--- src/rtl/bk_mem_arbiter.sv ---
// bk_mem_arbiter: shared async SRAM arbiter, one absolute-priority channel plus round-robin for the rest.
module bk_mem_arbiter #(
    parameter int NCH     = 3,
    parameter int AW      = 18,
    parameter int DW      = 16,
    parameter int WAIT    = 3,
    parameter int PRIO_CH = 0
) (
    input  logic                  clk,
    input  logic                  reset_n,
    input  logic [NCH-1:0]        req,
    input  logic [NCH-1:0]        we,
    input  logic [NCH*AW-1:0]     addr,
    input  logic [NCH*DW-1:0]     wdata,
    input  logic [NCH*DW/8-1:0]   be,
    output logic [NCH-1:0]        ack,
    output logic [DW-1:0]         rdata,
    output logic                  busy,
    output logic [2:0]            grant_id,
    output logic [AW-1:0]         mem_addr,
    output logic [DW-1:0]         mem_wdata,
    output logic [DW/8-1:0]       mem_be_n,
    output logic                  mem_oe_n,
    output logic                  mem_we_n,
    input  logic [DW-1:0]         mem_rdata
);
    localparam int BW = DW / 8;
    localparam logic [1:0] IDLE = 2'd0, SETUP = 2'd1, ACCESS = 2'd2, DONE = 2'd3;
    localparam logic [2:0] PTR_RST = 3'((PRIO_CH + 1) % NCH);
    localparam logic [2:0] PRIO_ID = 3'(PRIO_CH);
    localparam logic [2:0] LAST_ID = 3'(NCH - 1);
    logic [1:0]    r_state;
    logic [3:0]    r_cnt;
    logic          r_we;
    logic [2:0]    r_ptr;
    logic [2:0]    w_win;
    logic [3:0]    w_best;
    logic [AW-1:0] w_addr;
    logic [DW-1:0] w_wdata;
    logic [BW-1:0] w_be;
    logic          w_we;
    // Round-robin pick = requesting non-priority channel at the smallest distance from r_ptr.
    always_comb begin
        w_win   = '0;
        w_best  = 4'(NCH);
        w_addr  = '0;
        w_wdata = '0;
        w_be    = '0;
        w_we    = 1'b0;
        for (int c = 0; c < NCH; c++) begin
            if (req[c] && c != PRIO_CH && 4'((c + NCH - int'(r_ptr)) % NCH) < w_best) begin
                w_best  = 4'((c + NCH - int'(r_ptr)) % NCH);
                w_win   = 3'(c);
                w_addr  = addr[c*AW +: AW];
                w_wdata = wdata[c*DW +: DW];
                w_be    = be[c*BW +: BW];
                w_we    = we[c];
            end
        end
        if (req[PRIO_CH]) begin
            w_win   = PRIO_ID;
            w_addr  = addr[PRIO_CH*AW +: AW];
            w_wdata = wdata[PRIO_CH*DW +: DW];
            w_be    = be[PRIO_CH*BW +: BW];
            w_we    = we[PRIO_CH];
        end
    end
    always_ff @(posedge clk or negedge reset_n) begin
        if (!reset_n) begin
            r_state   <= IDLE;
            r_cnt     <= '0;
            r_we      <= 1'b0;
            r_ptr     <= PTR_RST;
            ack       <= '0;
            rdata     <= '0;
            busy      <= 1'b0;
            grant_id  <= '0;
            mem_addr  <= '0;
            mem_wdata <= '0;
            mem_be_n  <= '1;
            mem_oe_n  <= 1'b1;
            mem_we_n  <= 1'b1;
        end else begin
            ack <= '0;
            case (r_state)
                IDLE: if (|req) begin
                    mem_addr  <= w_addr;
                    mem_wdata <= w_wdata;
                    mem_be_n  <= ~w_be;
                    r_we      <= w_we;
                    grant_id  <= w_win;
                    busy      <= 1'b1;
                    r_state   <= SETUP;
                end
                SETUP: begin
                    r_cnt    <= 4'(WAIT - 1);
                    mem_oe_n <= r_we;
                    mem_we_n <= ~r_we;
                    r_state  <= ACCESS;
                end
                ACCESS: if (r_cnt == 4'd0) begin
                    if (!r_we) rdata <= mem_rdata;
                    mem_oe_n <= 1'b1;
                    mem_we_n <= 1'b1;
                    ack      <= {{(NCH-1){1'b0}}, 1'b1} << grant_id;
                    r_state  <= DONE;
                end else begin
                    r_cnt <= r_cnt - 4'd1;
                end
                DONE: begin
                    if (grant_id != PRIO_ID) r_ptr <= (grant_id == LAST_ID) ? 3'd0 : grant_id + 3'd1;
                    busy    <= 1'b0;
                    r_state <= IDLE;
                end
            endcase
        end
    end
endmodule

--- config.mk ---
export PLATFORM = sky130hd
export DESIGN_NAME = bk_mem_arbiter
export DESIGN_NICKNAME = d
export VERILOG_FILES = /design/src/rtl/bk_mem_arbiter.sv
export SDC_FILE = /design/constraint.sdc
export NUM_CORES = 1
export LEC_CHECK = 0
export BUFFER_PORTS_ARGS = -buffer_cell sky130_fd_sc_hd__buf_4
export CORE_ASPECT_RATIO = 1.25
export CORE_UTILIZATION = 54
export DETAILED_ROUTE_END_ITERATION = 8
export PLACE_DENSITY = 0.87
export SYNTH_ARGS = -nofsm -noshare
export SYNTH_HDL_FRONTEND = slang
export SYNTH_SLANG_ARGS = --single-unit
export TNS_END_PERCENT = 20
--- constraint.sdc ---
create_clock -name clk -period 8.8 [get_ports clk]
set_input_delay 0 -clock clk [delete_from_list [all_inputs] [get_ports clk]]
set_output_delay 0 -clock clk [all_outputs]
set_load 0.05 [all_outputs]
==> metrics.md, run 1 <==
| Metric | Value |
|---|---|
| Final Wtd Congestion | `roughly 0.89` |
| CTS tree | `yes` |
| Async set or reset register ratio after synthesis | `100.0%` |
| Synth-to-layout area growth | `50.27%` |
| Yosys synthesis warning count | `0` |
| Routed WL per cell | `between 20 and 25 um` |
| Port bufs | `~190` |
| Hold buffer count at cts | `87` |
| CTS sink cnt | `70` |
| Setup bufs post-CTS | `0` |
| Core Rows | `39` |
| Clock buffer depth | `2` |
| Top-area cell type share of the netlist area | `31.93%` |
| Syn Inst Count | `573` |
| Netlist Area Pre-Place | `0.005095 sq mm` |
| Setup WS post-layout | `approximately 1800 ps` |
| Worst slew margin | `12.12%` |
| Vias/cell | `~6.7` |
| CP max-delay cell | `o21a_2` |
| CP required | `between 9000 and 10000 ps` |
| Top achievable clock speed | `143.4 MHz` |
| Vias | `6304` |
| Crit end category | `flop` |
| Main combinational cell family by area after synthesis | `compound AO/OA/AOI/OAI gates` |
| Clk root buf | `clkbuf_16` |
| CP Buf/Inv Count | `3` |
| # diodes | `0` |
| Synth cell count leaders | `dfrtp_1, o21ai_0, a21oi_1` |
| First-pass GRT wire length | `32770 um` |
| Setup Viol. Count Final | `0` |
| CTS H-Tree Depth | `3` |
| Top cells by area, synth | `dfrtp_1, nand3b_1, ha_1, o21ai_0, a31oi_1` |
| Period utilization | `79.25%` |
| Tightest Pin Transition | `~1300 ps` |
| Mux share of post-synthesis cell area | `4.126%` |
| Worst-path cell chain | `inv_2 > ha_1 > nand2b_1 > o21ai_0 > ha_1 > a21oi_1 > and2_1 > xnor2_1 > ha_1 > inv_1 > o41a_1 > nand2_1 > mux2i_1 > ha_1 > nand2b_1 > xnor2_1 > ha_1 > a21o_1 > a21oi_1 > o21a_2 > o211ai_1 > a31oi_1 > dlygate4sd3_1` |
| Sequential element share of the synthesized area | `34.50%` |
| Number of global-route vias before repair | `6593` |
| Layout cells sized above 1 | `32.36%` |
| Die X | `88.88 um` |
| Initial antenna violation count | `0` |
| CP delay by family, top | `compound AO/OA/AOI/OAI gates` |
| Core area | `0.009174 sq mm` |
| Startpoint Class | `flop` |
| PD cells | `484.8 mW/mm^2` |
| Final Util | `a little over four fifths` |
| Met3 Resource Use GR | `8.146%` |
| Max-slew violation count | `0` |
| Largest net degree at the start of global routing | `78` |
| Routed WL | `20920 um` |
| Ys flop type | `dfrtp_1` |
| GR Layer Usage met2 | `74.36%` |
| Cts repair resizes | `0` |
| Synth Area in Simple Gates | `19.70%` |
| Library cells used by synthesis | `57` |
| I/O Pins | `193` |
| Worst Path Arrival | `roughly 7300 ps` |
| Final nets | `971` |
| EDFF count, synth | `0` |
| Starting Density | `55.54%` |
| DRT antenna net count | `0` |
| Register bit count reported by yosys | `70` |
| Worst vdd ir | `0.3406 mV` |
| Area share of fa/ha/maj cells after synthesis | `5.403%` |
| Die H | `110.6 um` |
| Post-DP HPWL | `10870 um` |
| DIE AREA | `roughly 0.0098 sq mm` |
| Worst Setup Path Type | `reg -> reg` |
| Max Cap Viol | `0` |
| Cell taking the most area after synthesis | `dfrtp_1` |
| Mapped Avg Cell Area | `8.892 sq um` |
| FILL cells | `between 500 and 600` |
| RSZ-0062 raised after global routing | `no` |
| Residual DRC count | `0` |
| CTS clk-pin slew, worst paths | `about 70 ps` |
| Skew-Pair Late Insertion Delay | `340 ps` |
| Fin crit period | `6974 ps` |
| Status | `finished, final reports clean` |
| First-iteration detailed-routing DRC count | `755` |
| Met1 usage | `47.65%` |
| Final hold violations | `0` |
| Compound-Gate Fraction of Synth Area | `27.90%` |
| Post-Synth XOR/XNOR Area | `2.063%` |
| GRT busiest layer | `met2` |
| Cell with the most instances after synthesis | `dfrtp_1` |
| Critical Path Fanout Max | `38` |
| Hold Crit Class | `in -> reg` |
| Worst path most repeated cell | `ha_1` |
| Leakage power | `roughly 3.3 nW` |
| Pre-antenna DRT Iters | `5` |
| CP peak stage delay | `880 ps` |
| Gr ovfl total | `0` |
| Setup TNS | `0 ps` |
| Cts bufs inserted | `9` |
| Pre-CTS setup slack | `2690 ps` |
| Layout Skew | `9.747 ps` |
| Hold Slack | `just under 3 ps` |
| GRT Overall Usage | `43.44%` |
path summary, 6_finish.rpt:
path / startpoint / endpoint / slack (ps) / depth (start not counted)
worst max-delay path: r_ptr[0] / mem_wdata[7] / 1830 / 23
worst min-delay path: be[2] / mem_be_n[0] / 3 / 3
min in group asynchronous: reset_n / busy / 370 / 2
worst min register to register: mem_oe_n / mem_oe_n / 490 / 2
worst max register to register: r_ptr[0] / mem_wdata[7] / 1830 / 23
max in group asynchronous: reset_n / rdata[4] / 7840 / 2
cells by family (layout without fill, tap and decap cells):
| logic type | after synthesis | after routing |
|---|---|---|
| compound gates | 211 | 211 |
| xor+xnor | 12 | 12 |
| fa+ha+maj | 22 | 22 |
| buf+inv | 69 | 317 |
| flops | 70 | 70 |
| mux | 19 | 19 |
| other cells | 2 | 3 |
| simple gates | 168 | 168 |
registers in the layout, summed over array words and instances, names as in the netlist:
name / cells
grant_id: 2
mem_addr: 18
busy: 1
mem_wdata: 16
r_cnt: 4
r_ptr: 3
rdata: 16
r_we: 1
mem_we_n: 1
mem_be_n: 2
mem_oe_n: 1
ack: 3
r_state: 2
stage by stage:
stage	instance area (sq um)	instances	power (mW)
global route	7656	945	3.870
finish	7656	945	3.712
CTS	7656	945	3.552
detailed placement	6486	842	2.971
global placement	6486	842	2.913
floorplan	5099	574	2.397
routing by layer:
layer / wire length (um) / vias to the layer above
met5: 0 / -
met4: 1460 / 0
met3: 1798 / 152
met2: 10650 / 525
met1: 7009 / 2972
li1: - / 2655
where the power goes:
group	internal, mW	switching (mW)
registers	0.478	0.145
clock network	0.221	0.156
logic	0.926	1.79
placed cells by master, fill, tap and decap left out, drive strengths merged, types with 5 or more instances in the layout:
master,n
dfstp,5
dlygate4sd3,87
mux2,16
nand3,9
ha,22
o21ai,53
nor3b,5
nand4,39
buf,197
xnor2,9
nand2,26
nor3,5
a21oi,49
nand3b,38
inv,18
nor2,18
clkbuf,10
nand2b,12
and2,5
o211ai,39
a31oi,40
dfrtp,65
worst reg2reg max path, cell delays in order (launching register included):
cell and delay [ps]:
dfstp_2 730, inv_2 180, ha_1 430, nand2b_1 160, o21ai_0 170, ha_1 370, a21oi_1 360, and2_1 240
xnor2_1 130, ha_1 220, inv_1 130, o41a_1 220, nand2_1 160, mux2i_1 190, ha_1 210, nand2b_1 150
xnor2_1 180, ha_1 270, a21o_1 160, a21oi_1 260, o21a_2 880, o211ai_1 280, a31oi_1 260, dlygate4sd3_1 580
area by class of cell:
class                   instances  area [sq um]  share of cell area (%)
clock buffers                  10         229.0                   2.991
inverters                      17         63.81                  0.8335
well taps                     123         153.9                   2.010
multi-input cells             435          3032                   39.60
flip-flops and latches         70          1758                   22.96
clock inverters                 6         70.07                  0.9152
repair buffers                284          2350                   30.69
Power figures use the tool's default switching activity.
==> run 2, diff against run 1 <==
- ABC_AREA: unset -> 1
- CORE_UTILIZATION: 54 -> 45
- PLACE_DENSITY: 0.87 -> 0.77
- clock period: 8.8 -> 6.35 ns (I/O delays scaled with it)
==> run 2 against run 1 <==
  * Synthesized cell count up 26%
  * Cell count is 15% higher
  * Sequential share of layout area up 0.94 points
  * Non-clock buffer count decreased by 37
  * Cell area is 3.9% lower
  * Count of clock-buffer cells in the layout is 1 lower
  * Critical path type unchanged
  * Critical endpoint is now mem_wdata[8]
==> metrics.md, run 2 <==
| Metric | Value |
|---|---|
| # diodes | `0 (unchanged)` |
| First-pass GRT wire length | `24290 um (-26%)` |
| Largest net degree at the start of global routing | `78 (unchanged)` |
| CP required | `6580 ps (-2500 ps)` |
| Commonest non-fill, non-tap cell in the layout | `buf_4` |
| Largest regs | `mem_addr x18, mem_wdata x16, rdata x16` |
| Leakage power | `3.965 nW (+19%)` |
| Worst slew margin | `39.35% (+27 points)` |
| DRT antenna net count | `0 (unchanged)` |
| Clock buffer depth | `2 (unchanged)` |
| Port bufs | `191 (unchanged)` |
| Setup TNS | `0 ps (unchanged)` |
| Period utilization | `89.85% (+11 points)` |
| CP max-delay cell | `dfstp_2` |
| Library cells used by synthesis | `42 (-26%)` |
| Top cells by area, synth | `dfrtp_1, nand2_1, nor2_1, nand3_1, inv_1` |
| Pre-antenna DRT Iters | `4 (-1)` |
| Register bit count reported by yosys | `70 (unchanged)` |
| Netlist Area Pre-Place | `0.005080 sq mm (-0.29%)` |
| Max-slew violation count | `0 (unchanged)` |
| Most frequent cells in the layout | `buf_4, nand2_1, nor2_1` |
| Top-area cell type share of the netlist area | `32.02% (+0.094 points)` |
| Die H | `120.8 um (+9.2%)` |
| Worst vdd ir | `0.4458 mV (+31%)` |
| Tightest Pin Transition | `909.7 ps (-403.6 ps)` |
| Starting Density | `46.06% (-9.5 points)` |
| Routed WL | `15020 um (-28%)` |
| CTS sink cnt | `70 (unchanged)` |
| Die X | `97.03 um (+9.2%)` |
| Worst Reg2Reg Path Length in Cells | `24 (+4.3%)` |
| CP peak stage delay | `710 ps (-170 ps)` |
| CTS H-Tree Depth | `3 (unchanged)` |
| Residual DRC count | `0 (unchanged)` |
| Startpoint Class | `flop` |
| Max Cap Viol | `0 (unchanged)` |
| First-iteration detailed-routing DRC count | `286 (-62%)` |
| Synth cell count leaders | `nand2_1, nor2_1, inv_1` |
| Cell with the most instances after synthesis | `nand2_1` |
| GRT Overall Usage | `25.78% (-18 points)` |
| Fin crit period | `5706 ps (-1269 ps)` |
| Core area | `0.01103 sq mm (+20%)` |
| DIE AREA | `0.01172 sq mm (+19%)` |
| Setup Viol. Count Final | `0 (unchanged)` |
| Layout Skew | `6.693 ps (-3.054 ps)` |
| Final nets | `1100 (+13%)` |
| Ys flop type | `dfrtp_1` |
| I/O Pins | `193 (unchanged)` |
| Reg2reg end | `mem_wdata[8]` |
| Final hold violations | `0 (unchanged)` |
| Post-DP HPWL | `10080 um (-7.2%)` |
| Pre-CTS setup slack | `1243 ps (-1446 ps)` |
| Worst r2r src | `r_ptr[0]` |
| Skew-Pair Late Insertion Delay | `340 ps (about the same)` |
| HP Start | `addr[15]` |
| Clk root buf | `clkbuf_16` |
| Worst-path cell chain | `inv_4 > ha_1 > o21ai_0 > ha_1 > nor2_1 > nand2_1 > xor2_1 > ha_1 > nor2_1 > o211ai_2 > nor2_1 > a21oi_1 > ha_1 > nor2_1 > xnor2_1 > ha_1 > a211oi_4 > buf_4 > nand2_4 > nand2_1 > nand3_1 > nand2_1 > dlygate4sd3_1 > nand2_1` |
| EDFF count, synth | `0 (unchanged)` |
| CP delay by family, top | `adder cells` |
| Worst Setup Path Type | `reg -> reg` |
| Initial antenna violation count | `0 (unchanged)` |
| CTS tree | `yes` |
| Critical Path Fanout Max | `39 (+2.6%)` |
| Yosys synthesis warning count | `0 (unchanged)` |
| FF-to-FF setup slack | `640 ps (-1180 ps)` |
| Setup WS post-layout | `644.2 ps (-1181 ps)` |
| Top achievable clock speed | `175.3 MHz (+22%)` |
| Status | `finished, final reports clean` |
| PD cells | `625.0 mW/mm^2 (+29%)` |
| Crit end category | `flop` |
| RSZ-0062 raised after global routing | `no` |
| Cell taking the most area after synthesis | `dfrtp_1` |
| Gr ovfl total | `0 (unchanged)` |
| Hold Crit Depth | `5 (+2)` |
| Layout cells sized above 1 | `31.65% (-0.71 points)` |
| Biggest register | `mem_addr` |
| Max reg flops | `18 (unchanged)` |
| Number of global-route vias before repair | `5196 (-21%)` |
| Final Wtd Congestion | `0.8695 (-2.2%)` |
| Hold Crit Class | `in -> reg` |
| Routed WL per cell | `13.83 um (-37%)` |
| Mapped Avg Cell Area | `7.055 sq um (-21%)` |
| Syn Inst Count | `720 (+26%)` |
| CP Buf/Inv Count | `3 (unchanged)` |
| Async set or reset register ratio after synthesis | `100.0% (unchanged)` |
| Cts bufs inserted | `9 (unchanged)` |
| Synth-to-layout area growth | `44.80%` |
| Hold Path End | `mem_addr[15]` |
| CTS clk-pin slew, worst paths | `60 ps (about the same)` |
| Core Rows | `43 (+10%)` |
| Sequential element share of the synthesized area | `34.61% (+0.10 points)` |
| Worst Path Arrival | `5930 ps (-1330 ps)` |
| Worst path most repeated cell | `ha_1` |
| Vias/cell | `4.977 (-25%)` |
| Vias | `5405 (-14%)` |
run 2: per-layer routing:
metal  up-vias  share of wire, %  global-route usage, %
met3        42               4.9                  4.855
li1       2691                 -                      -
met5         -                 0                      0
met4         0               3.4                  11.94
met2       168                51                  44.81
met1      2504                41                  30.76
run 2: what timing repair did:
action                    4_1_cts  5_1_grt
resized for setup               0        0
buffers inserted                0        0
hold endpoints to repair      107        0
hold buffers                   51        0
run 2: cell families after synthesis:
kind of cell             Yosys count  synth area share (%)
AO/OA/AOI/OAI                     31                 4.187
XOR/XNOR                           8                 1.379
adder cells (fa/ha/maj)           22                 5.419
buffers and inverters            116                 10.05
flip-flops                        70                 34.61
multiplexers                      16                 3.547
other                              2                0.1478
AND/OR/NAND/NOR                  455                 40.66
run 2: worst min-delay path, cell delays in order:
cell and delay [ps]:
buf_4 80, nor2_1 30, nor2_1 90, nand2_1 60
nand2_1 50
run 2: layout make-up:
type	instances	area (sq um)
fill	927	3674
multi-input combinational	535	2830
timing repair buffer	247	1982
sequential	70	1758
inverter	83	314.1
clock buffer	9	225.2
tap	135	168.9
clock inverter	7	77.57
run 2: how the worst max path moves through the flow:
stage,startpoint,end,cells past startpoint
3_5_place_dp,r_ptr[0],mem_addr[1],23
4_1_cts,r_ptr[0],mem_wdata[10],24
2_1_floorplan,r_ptr[0],mem_addr[10],34
5_1_grt,r_ptr[0],mem_addr[5],23
6_report,r_ptr[0],mem_wdata[8],24
3_3_place_gp,r_ptr[1],r_we,24
run 2: stage by stage:
| step | hold slack [ps] | std cells | total power [mW] | utilization [%] | cell area (sq um) |
|---|---|---|---|---|---|
| after global placement | 196.5 | 1019 | 3.979 | 59.32 | 6543 |
| after detailed placement | 192.5 | 1019 | 4.022 | 59.32 | 6543 |
| after floorplan | -295.6 | 721 | 3.305 | - | 5084 |
| after CTS | 0.1665 | 1086 | 4.608 | 66.69 | 7356 |
| final | 3.697 | 1086 | 4.598 | 66.69 | 7356 |
| after global routing | 16.26 | 1086 | 4.967 | 66.69 | 7356 |
run 2: where the power goes:
group | switching (mW) | internal, mW
Combinational | 2.19 | 1.07
Sequential | 0.140 | 0.666
Clock | 0.217 | 0.309
==> run 3, diff against run 2 <==
- CELL_PAD_IN_SITES_DETAIL_PLACEMENT: unset -> 1
- CELL_PAD_IN_SITES_GLOBAL_PLACEMENT: unset -> 1
- CORE_MARGIN: unset -> 2
- CORE_UTILIZATION: 45 -> 31
- PLACE_DENSITY: 0.77 -> unset
- PLACE_DENSITY_LB_ADDON: unset -> 0.1
- clock period: 6.35 -> 4.6 ns (I/O delays scaled with it)
==> run 3 against run 2 <==
  * Core utilization is 17 points lower
  * Critical path type unchanged
  * Largest power group unchanged
  * Critical endpoint is now mem_addr[17]
  * Clock power is 37% higher
  * Worst setup slack worse by 490 ps
  * Clock skew is 1.4 ps higher
  * Sequential power is 35% higher
  * Cell area is 8.7% higher
==> metrics.md, run 3 (synthesis gave the netlist of run 2 again) <==
| Metric | Value |
|---|---|
| Top routing layer in use | `met4` |
| Tightest Pin Transition | `977.6 ps (+67.86 ps)` |
| Hold Crit Class | `in -> reg` |
| CTS clk-pin slew, worst paths | `60 ps (about the same)` |
| Clock buffer depth | `2 (unchanged)` |
| Die H | `147.1 um (+22%)` |
| RSZ-0062 raised after global routing | `yes` |
| Crit end category | `flop` |
| First-iteration detailed-routing DRC count | `143 (-50%)` |
| Synth-to-layout area growth | `57.46%` |
| Period utilization | `96.70% (+6.8 points)` |
| Number of global-route vias before repair | `5936 (+14%)` |
| CTS tree | `yes` |
| FF-to-FF setup slack | `150 ps (-490 ps)` |
| Worst Path Arrival | `4680 ps (-1250 ps)` |
| M1 WL | `7535 um (+23%)` |
| Die X | `118.5 um (+22%)` |
| Startpoint Class | `flop` |
| Core Rows | `52 (+21%)` |
| Worst Setup SP | `r_ptr[0]` |
| DIE AREA | `0.01743 sq mm (+49%)` |
| Worst setup endpoint | `mem_addr[17]` |
| Fin crit period | `4448 ps (-1257 ps)` |
| Routed WL | `18980 um (+26%)` |
| Vias | `5588 (+3.4%)` |
| Hold Slack | `2.228 ps (-1.469 ps)` |
| Finished Layout Cells | `1197 (+10%)` |
| Starting Density | `31.48% (-15 points)` |
| # diodes | `0 (unchanged)` |
| Gr ovfl total | `0 (unchanged)` |
| Status | `finished, final reports clean` |
| FILL cells | `2108 (+130%)` |
| Largest regs | `mem_addr x18, mem_wdata x16, rdata x16` |
| Worst r2r src | `r_ptr[0]` |
| Worst Reg2Reg Path Length in Cells | `22 (-8.3%)` |
| Cts bufs inserted | `9 (unchanged)` |
| Most frequent cells in the layout | `buf_4, nand2_1, nor2_1` |
| Worst vdd ir | `0.4645 mV (+4.2%)` |
| Final Wtd Congestion | `0.8407 (-3.3%)` |
| Worst Setup Path Type | `reg -> reg` |
| Routed WL per cell | `15.85 um (+15%)` |
| Largest net degree at the start of global routing | `77 (-1.3%)` |
| First-pass GRT wire length | `29590 um (+22%)` |
| Layout Skew | `8.086 ps (+1.393 ps)` |
| Port bufs | `191 (unchanged)` |
| Leakage power | `4.212 nW (+6.2%)` |
| Vias/cell | `4.668 (-6.2%)` |
| Pre-antenna DRT Iters | `4 (unchanged)` |
| DRT antenna net count | `0 (unchanged)` |
| CTS sink cnt | `70 (unchanged)` |
| Final nets | `1130 (+2.7%)` |
| Tot Pwr | `7.378 mW (+60%)` |
| Commonest non-fill, non-tap cell in the layout | `buf_4` |
| Layout cells sized above 1 | `38.84% (+7.2 points)` |
| Skew-Pair Late Insertion Delay | `340 ps (about the same)` |
| PD cells | `922.4 mW/mm^2 (+48%)` |
| Setup Viol. Count Final | `0 (unchanged)` |
| Max-slew violation count | `0 (unchanged)` |
| Max reg flops | `18 (unchanged)` |
| Wire length on met3 | `1048 um (+44%)` |
| Biggest register | `mem_addr` |
| Top achievable clock speed | `224.8 MHz (+28%)` |
| Final hold violations | `0 (unchanged)` |
| CTS H-Tree Depth | `3 (unchanged)` |
| Worst slew margin | `34.83% (-4.5 points)` |
| I/O Pins | `193 (unchanged)` |
| Initial antenna violation count | `0 (unchanged)` |
| Post-DP HPWL | `13050 um (+29%)` |
| GRT Overall Usage | `21.06% (-4.7 points)` |
| Residual DRC count | `0 (unchanged)` |
| Critical Path Fanout Max | `8 (-79%)` |
| Placed cells | `1108 (+8.7%)` |
| CP required | `4830 ps (-1750 ps)` |
| Max Cap Viol | `0 (unchanged)` |
| DR WL met2 | `10030 um (+31%)` |
| Clk root buf | `clkbuf_16` |
| Reg2reg end | `mem_addr[17]` |
| Core area | `0.01614 sq mm (+46%)` |
run 3: metal layers:
metal,GRT usage (%),up-vias
met2,38.90,119
met5,0,-
met1,23.67,2698
met4,6.786,0
li1,-,2746
met3,5.124,25
run 3: stage by stage:
step	worst slack, ps	util, %	cell area, sq um	TNS, ps
3_3_place_gp	-6.057	41.70	6729	-6.057
5_1_grt	-104.7	49.57	7999	-2080
6_report	151.6	49.57	7999	0
4_1_cts	0.7931	46.94	7575	0
3_5_place_dp	-212.2	41.70	6729	-4794
2_1_floorplan	48.36	-	5084	0
run 3: repair_timing:
action / in CTS / in global routing
pin swaps: 8 / 32
gates resized for setup: 13 / 55
cloned: 1 / 1
hold endpoints to repair: 99 / 0
setup buffers: 6 / 25
setup endpoints to repair: 37 / 39
hold buffers: 40 / 0
run 3: worst min-delay path by stage:
stage | from | end | slack (ps) | depth (start not counted)
floorplan | reset_n | ack[0] | -300 | 0
global placement | reset_n | rdata[10] | 210 | 1
detailed placement | reset_n | rdata[10] | 230 | 1
CTS | wdata[43] | mem_wdata[11] | 0.2 | 5
global route | wdata[45] | mem_wdata[13] | 10 | 5
finish | wdata[7] | mem_wdata[7] | 2 | 5
run 3: critical path, stage by stage, from the launching register on:
cell	delay, ps
dfstp_2	580
clkinv_4	110
ha_4	250
o21ai_0	370
ha_2	290
nor2_4	50
nand2_4	90
xor2_2	170
ha_2	240
nor2_4	50
o211ai_4	150
buf_6	150
o211ai_1	110
xnor2_1	190
xor2_1	220
ha_1	300
a211oi_4	310
nand2_4	100
bufbuf_16	280
nand2_1	70
nand3_2	70
nand2_1	120
nand2_1	50
run 3: layout make-up:
type,count,area (sq um),share of cell area (%)
multi-input combinational,535,3047,38.09
timing repair buffer,277,2303,28.80
sequential,70,1758,21.98
inverter,83,321.6,4.020
tap,216,270.3,3.379
clock buffer,10,229.0,2.863
clock inverter,6,70.07,0.8760
run 3: where the power goes:
part / internal [mW] / total [mW] / switching [mW] / leakage (nW)
combinational: 2.08 / 5.57 / 3.49 / 3.22
sequential: 0.920 / 1.09 / 0.171 / 0.853
clock: 0.423 / 0.720 / 0.296 / 0.135
total: 3.42 / 7.38 / 3.95 / 4.21
